### config.mk
export PLATFORM = sky130hd
export DESIGN_NAME = uart_frame_parser
export DESIGN_NICKNAME = d
export VERILOG_FILES = /design/src/rtl/uart_frame_pkg.sv /design/src/rtl/uart_frame_buf.sv /design/src/rtl/uart_frame_parser.sv
export SDC_FILE = /design/constraint.sdc
export NUM_CORES = 1
export LEC_CHECK = 0
export ABC_AREA = 1
export CORE_MARGIN = 2
export CORE_UTILIZATION = 59
export CTS_BUF_LIST = sky130_fd_sc_hd__clkbuf_16
export DETAILED_ROUTE_END_ITERATION = 7
export MAX_ROUTING_LAYER = met4
export PLACE_DENSITY = 0.79
export RECOVER_POWER = 50
export SLEW_MARGIN = 20
export SYNTH_ARGS = -nofsm -noshare
export SYNTH_HDL_FRONTEND = slang
export SYNTH_SLANG_ARGS = --single-unit
### constraint.sdc
create_clock -name clk -period 2.75 [get_ports clk]
set_clock_uncertainty 0.2 [all_clocks]
set_input_delay 0.55 -clock clk [delete_from_list [all_inputs] [get_ports clk]]
set_output_delay 0.55 -clock clk [all_outputs]
set_load 0.02 [all_outputs]
### src/rtl/uart_frame_pkg.sv
// Shared types and constants for the UART command-frame parser.
// Holds the FSM state encoding, the default sync marker and the status-register error bit positions.
// Contains no logic, so it adds no latency and applies no backpressure.
package uart_frame_pkg;

    typedef enum logic [2:0] {
        ST_HUNT,
        ST_CMD,
        ST_LEN,
        ST_PLD,
        ST_CHK,
        ST_HOLD
    } frame_state_t;

    localparam logic [7:0] DEFAULT_SYNC_BYTE = 8'hA5;

    // Bit positions of the sticky error flags in the decoder's status register.
    localparam int ERR_CHK_BIT     = 0;
    localparam int ERR_LEN_BIT     = 1;
    localparam int ERR_TIMEOUT_BIT = 2;

endpackage

### src/rtl/uart_frame_buf.sv
// Payload register file: one write port from the parser FSM and one registered read port.
// Latency: rd_data is valid one cycle after rd_addr is presented.
// Backpressure: none; a write lands every cycle wr_en is high.
module uart_frame_buf #(
    parameter int MAX_PAYLOAD = 16,
    parameter int ADDR_WIDTH  = 4
) (
    input  logic                  clk,
    input  logic                  reset,
    input  logic                  wr_en,
    input  logic [ADDR_WIDTH-1:0] wr_addr,
    input  logic [7:0]            wr_data,
    input  logic [ADDR_WIDTH-1:0] rd_addr,
    output logic [7:0]            rd_data
);

    logic [7:0] mem [0:MAX_PAYLOAD-1];

    // Contents deliberately survive reset so a reset does not wipe the payload.
    always_ff @(posedge clk) begin
        if (wr_en) begin
            mem[wr_addr] <= wr_data;
        end
    end

    always_ff @(posedge clk) begin
        if (reset) begin
            rd_data <= 8'h00;
        end else if (32'(rd_addr) < MAX_PAYLOAD) begin
            rd_data <= mem[rd_addr];
        end else begin
            rd_data <= 8'h00;
        end
    end

endmodule

### src/rtl/uart_frame_parser.sv
// Hunts for SYNC, assembles SYNC CMD LEN PAYLOAD CHK frames, checks LEN and XOR checksum, holds good frames until acked.
// Latency: frame_valid rises the cycle after the CHK byte; err_* pulse the cycle after the cause. Optional inter-byte timeout: UART_FRAME_TIMEOUT_EN.
// Backpressure: rx_ready is low only while a good frame is held; frame_ack releases it.
module uart_frame_parser
    import uart_frame_pkg::*;
#(
    parameter logic [7:0]               SYNC_BYTE      = DEFAULT_SYNC_BYTE,
    parameter int                       MAX_PAYLOAD    = 16,
    parameter int                       ADDR_WIDTH     = 4,
    parameter int                       TIMEOUT_WIDTH  = 20,
    parameter logic [TIMEOUT_WIDTH-1:0] TIMEOUT_CYCLES = 20'd500000
) (
    input  logic                  clk,
    input  logic                  reset,
    input  logic [7:0]            rx_data,
    input  logic                  rx_valid,
    output logic                  rx_ready,
    output logic                  frame_valid,
    output logic [7:0]            frame_cmd,
    output logic [7:0]            frame_len,
    input  logic                  frame_ack,
    input  logic [ADDR_WIDTH-1:0] pld_addr,
    output logic [7:0]            pld_data,
    output logic                  err_chk,
    output logic                  err_len,
    output logic                  err_timeout
);

    frame_state_t          state;
    logic [7:0]            run_chk;
    logic [7:0]            pld_cnt;
    logic [ADDR_WIDTH-1:0] wr_addr;
    logic                  rx_fire;
    logic                  tmo_hit;

    assign rx_fire = rx_valid & rx_ready;

    always_ff @(posedge clk) begin
        if (reset) begin
            state       <= ST_HUNT;
            rx_ready    <= 1'b1;
            frame_valid <= 1'b0;
            frame_cmd   <= 8'h00;
            frame_len   <= 8'h00;
            run_chk     <= 8'h00;
            pld_cnt     <= 8'h00;
            wr_addr     <= '0;
            err_chk     <= 1'b0;
            err_len     <= 1'b0;
        end else begin
            err_chk <= 1'b0;
            err_len <= 1'b0;
            if (state == ST_HOLD) begin
                if (frame_ack) begin
                    state       <= ST_HUNT;
                    frame_valid <= 1'b0;
                    rx_ready    <= 1'b1;
                end
            end else if (rx_fire) begin
                case (state)
                    ST_HUNT: if (rx_data == SYNC_BYTE) state <= ST_CMD;
                    ST_CMD: begin
                        frame_cmd <= rx_data;
                        run_chk   <= rx_data;
                        state     <= ST_LEN;
                    end
                    ST_LEN: begin
                        frame_len <= rx_data;
                        run_chk   <= run_chk ^ rx_data;
                        pld_cnt   <= 8'h00;
                        wr_addr   <= '0;
                        if (rx_data > 8'(MAX_PAYLOAD)) begin
                            err_len <= 1'b1;
                            state   <= ST_HUNT;
                        end else if (rx_data == 8'h00) begin
                            state <= ST_CHK;
                        end else begin
                            state <= ST_PLD;
                        end
                    end
                    ST_PLD: begin
                        run_chk <= run_chk ^ rx_data;
                        pld_cnt <= pld_cnt + 8'd1;
                        wr_addr <= wr_addr + 1'b1;
                        if (pld_cnt == frame_len - 8'd1) state <= ST_CHK;
                    end
                    ST_CHK: begin
                        if (rx_data == run_chk) begin
                            state       <= ST_HOLD;
                            frame_valid <= 1'b1;
                            rx_ready    <= 1'b0;
                        end else begin
                            err_chk <= 1'b1;
                            state   <= ST_HUNT;
                        end
                    end
                    default: state <= ST_HUNT;
                endcase
            end else if (tmo_hit) begin
                state <= ST_HUNT;
            end
        end
    end

`ifdef UART_FRAME_TIMEOUT_EN
    logic [TIMEOUT_WIDTH-1:0] tmo_cnt;
    logic                     tmo_active;

    assign tmo_active = (state == ST_CMD) || (state == ST_LEN) ||
                        (state == ST_PLD) || (state == ST_CHK);
    // An accepted byte in the terminal cycle beats the timeout.
    assign tmo_hit = tmo_active && !rx_fire && (tmo_cnt == TIMEOUT_CYCLES - 1'b1);

    always_ff @(posedge clk) begin
        if (reset) begin
            tmo_cnt     <= '0;
            err_timeout <= 1'b0;
        end else begin
            err_timeout <= tmo_hit;
            if (!tmo_active || rx_fire || tmo_hit) begin
                tmo_cnt <= '0;
            end else begin
                tmo_cnt <= tmo_cnt + 1'b1;
            end
        end
    end
`else
    logic unused_tmo;
    assign unused_tmo  = ^TIMEOUT_CYCLES;
    assign tmo_hit     = 1'b0;
    assign err_timeout = 1'b0;
`endif

    uart_frame_buf #(
        .MAX_PAYLOAD(MAX_PAYLOAD),
        .ADDR_WIDTH (ADDR_WIDTH)
    ) u_buf (
        .clk    (clk),
        .reset  (reset),
        .wr_en  (rx_fire && (state == ST_PLD)),
        .wr_addr(wr_addr),
        .wr_data(rx_data),
        .rd_addr(pld_addr),
        .rd_data(pld_data)
    );

endmodule

==> summary.md <==
| Metric | Value |
|---|---|
| Total Routed Length | around 18,000 µm |
| Antenna violations before repair | 1 |
| Synth top area share | between 50% and 60% |
| Post-Layout Cell Count | 952 |
| Starting Density | 59.83% |
| Post-layout minimum cycle time | roughly 2.5 ns |
| Final Cycle Share | 90.28% |
| ANT nets after route | 0 |
| Clk slew on worst S/H paths | 0.07 ns |
| Clock Path Buffers | 2 |
| # rows | 41 |
| Area Growth Syn to Fin | 17.45% |
| Synth top area cells | edfxtp_1 52%, dfxtp_1 14%, o21ai_0 6.2% |
| Setup bufs post-CTS | 0 |
| Core box area | ~12,000 µm² |
| Num ports | between 40 and 50 |
| Distinct cells, synth | 36 |
| Number of flops mapped to enable cells by yosys | between 100 and 150 |
| Placer Congestion | around 0.86 |
| Dpl cell area | between 8000 and 9000 µm² |
| Max-Cap Viols | 0 |
| CTS Root Buffer Type | clkbuf_16 |
| Die height | between 100 and 150 µm |
| Leakage power | approximately 3.1 nW |
| Port-buffer cells | 43 |
| Largest area contributor in the netlist | edfxtp_1 |
| CTS Buf Count | 17 |
| Fill count | 894 |
| Yosys warnings | 0 |
| Layout Nets | 788 |
| Dpl cells | about 920 |
| Vias in the first global route | ~5,400 |
| Most frequent cell after synthesis | edfxtp_1 |
| Width of the die | roughly 120 µm |
| HPWL after DPL | approximately 11,000 µm |
| # resized after CTS | 0 |
| Endpoints failing setup | 0 |
| Share of layout cells above drive strength 1 | about 9% |
| HP Class | register to register |
| CP Data Arrival Time | about 2.6 ns |
| Register area share after synthesis | approximately two thirds |
| Via count | ~5,600 |
| Clk sinks | around 180 |
| Final Cell Area | between 8000 and 9000 µm² |
| Synth Instances | approximately 700 |
| Peak supply drop | slightly below 300 µV |
| DRT Pass-1 Iters | 6 |
| DRC violations left | 0 |
| Global route overflow | 0 |
| Synthesized area | roughly 7500 µm² |
| Async set or reset register ratio after synthesis | 0% |
| Most common library cells after synthesis | 128 x edfxtp_1, 113 x nor2_1, 92 x o21ai_0 |
| CTS tree | built |
| Crit Path Category | primary input to register |
| Fmax | a little over 0.4 GHz |
| GRT Overall Usage | around 29% |
| Pin count of the biggest net entering global routing | 65 |
| Hold_ws | between 0.2 and 0.3 ns |
| Hold Fails Final Rpt | 0 |
| Total power | around 5.6 mW |
| CTS Hold Bufs | 0 |
| CP Capture Type | register |
| Pins Over Slew Limit | 0 |
| Worst-Margin Slew | about 0.84 ns |
| Mapped Nets | ~720 |
| Max FO, Critical Path | 19 |
| Relative slew slack | 44.21% |
| Core Util, Final | 70.27% |
| Drt via density | about 5.8 |
| Status | complete, no violations |
| Drt wl/cell | 18.76 µm |
| RSZ-0062 raised after global routing | false |
| Yosys reg bits | around 180 |
| Full die area | ~14,000 µm² |
| First-pass GRT wire length | between 20,000 and 30,000 µm |
| Top_reg_cell synth | edfxtp_1 |
| Pwr/cell area | about 640 nW/µm² |
| H-tree Lvls | 4 |
| Iter 0 DRT Violations | 607 |
| Syn avg cell area | around 11 µm² |
| Worst EP required | between 2 and 3 ns |
| Worst-Skew Late Latency | between 0.4 and 0.5 ns |
| Critical path launch point type | primary input |
==> cells by family (layout without fill, tap and decap cells) <==
| logic type | Yosys count | in the layout | synth area share, % |
|---|---|---|---|
| compound gates | 187 | 187 | 14.28 |
| fa+ha+maj | 6 | 6 | 1.007 |
| simple gates | 235 | 235 | 13.44 |
| buf+inv | 77 | 155 | 4.127 |
| other cells | 1 | 2 | 0.05028 |
| flops | 179 | 179 | 65.22 |
| xor+xnor | 16 | 16 | 1.879 |
==> final cells by class <==
cell class                 count  area (µm²)  share of cell area (%)
sequential                   179        4865                   55.53
timing repair buffer          80       714.4                   8.156
clock buffer                  18       450.4                   5.142
multi-input combinational    445        2283                   26.07
tap                          172       215.2                   2.457
inverter                      43       166.4                   1.900
antenna                        1       2.502                 0.02857
clock inverter                14       62.56                  0.7142
==> report_power, final <==
group	switching (mW)	total (mW)	internal, mW	leakage [nW]
sequential	0.0286	2.95	2.92	1.56
clock	0.958	2.13	1.17	0.277
combinational	0.342	0.527	0.185	1.27
total	1.33	5.61	4.28	3.11
==> cell usage in the layout (no fill, tap or decap), types with 2 or more instances in the layout <==
master	count
a211oi_1	2
clkinv_1	2
dlygate4sd3_1	16
nand2_1	70
ha_1	6
o221ai_1	19
nand3_1	24
o21ai_0	92
clkbuf_16	18
nand4_1	3
o22ai_1	13
nor2_1	113
a21oi_1	46
buf_12	3
o211ai_1	13
buf_4	27
clkinv_2	5
clkbuf_1	7
nand3b_1	3
nor2_2	4
xnor2_1	9
nor3b_1	5
inv_2	5
nor3_1	6
dfxtp_1	51
clkdlybuf4s50_1	26
xor2_1	7
edfxtp_1	128
nor4_1	2
inv_1	43
==> through the flow <==
| step | setup WS [ns] | TNS [ns] |
|---|---|---|
| 2_1_floorplan | 0.5040 | 0 |
| 3_3_place_gp | 0.07696 | 0 |
| 3_5_place_dp | -0.02126 | -0.02126 |
| 4_1_cts | 0.4323 | 0 |
| 5_1_grt | 0.1497 | 0 |
| 6_report | 0.2673 | 0 |
==> registers in the layout, indices dropped and copies added (netlist names) <==
| name | count |
|---|---|
| pld_cnt | 8 |
| state | 3 |
| err_chk | 1 |
| frame_len | 8 |
| err_len | 1 |
| wr_addr | 4 |
| u_buf.rd_data | 8 |
| rx_ready | 1 |
| frame_cmd | 8 |
| run_chk | 8 |
| u_buf.mem | 128 |
| frame_valid | 1 |
==> worst max-delay path, stage by stage <==
cell and delay [ns]:
dlygate4sd3_1 0.63, buf_4 0.25, nor4_1 0.49, nand3_1 0.18
a21oi_2 0.22, nand2_1 0.10, o21ai_1 0.14, inv_1 0.05
==> per-layer routing <==
layer | vias up | share of wire, % | GRT usage (%)
met4 | 0 | 3.4 | 12.70
li1 | 2612 | - | -
met5 | - | 0 | -
met1 | 2615 | 41 | 35.33
met2 | 277 | 48 | 45.78
met3 | 56 | 7.4 | 6.902
==> path summary, 6_finish.rpt <==
| kind | slack (ns) | to | depth (start not counted) | start |
|---|---|---|---|---|
| worst max register to register | 0.43 | frame_len[4]$_SDFFE_PP0P_ | 9 | state[2]$_SDFFE_PP0P_ |
| worst min register to register | 0.28 | run_chk[4]$_SDFFE_PP0P_ | 2 | run_chk[4]$_SDFFE_PP0P_ |
| worst max-delay path | 0.27 | state[0]$_SDFFE_PP0P_ | 8 | rx_data[1] |
| worst min-delay path | 0.28 | run_chk[4]$_SDFFE_PP0P_ | 2 | run_chk[4]$_SDFFE_PP0P_ |
No activity file was read; power rests on OpenSTA's default activity.
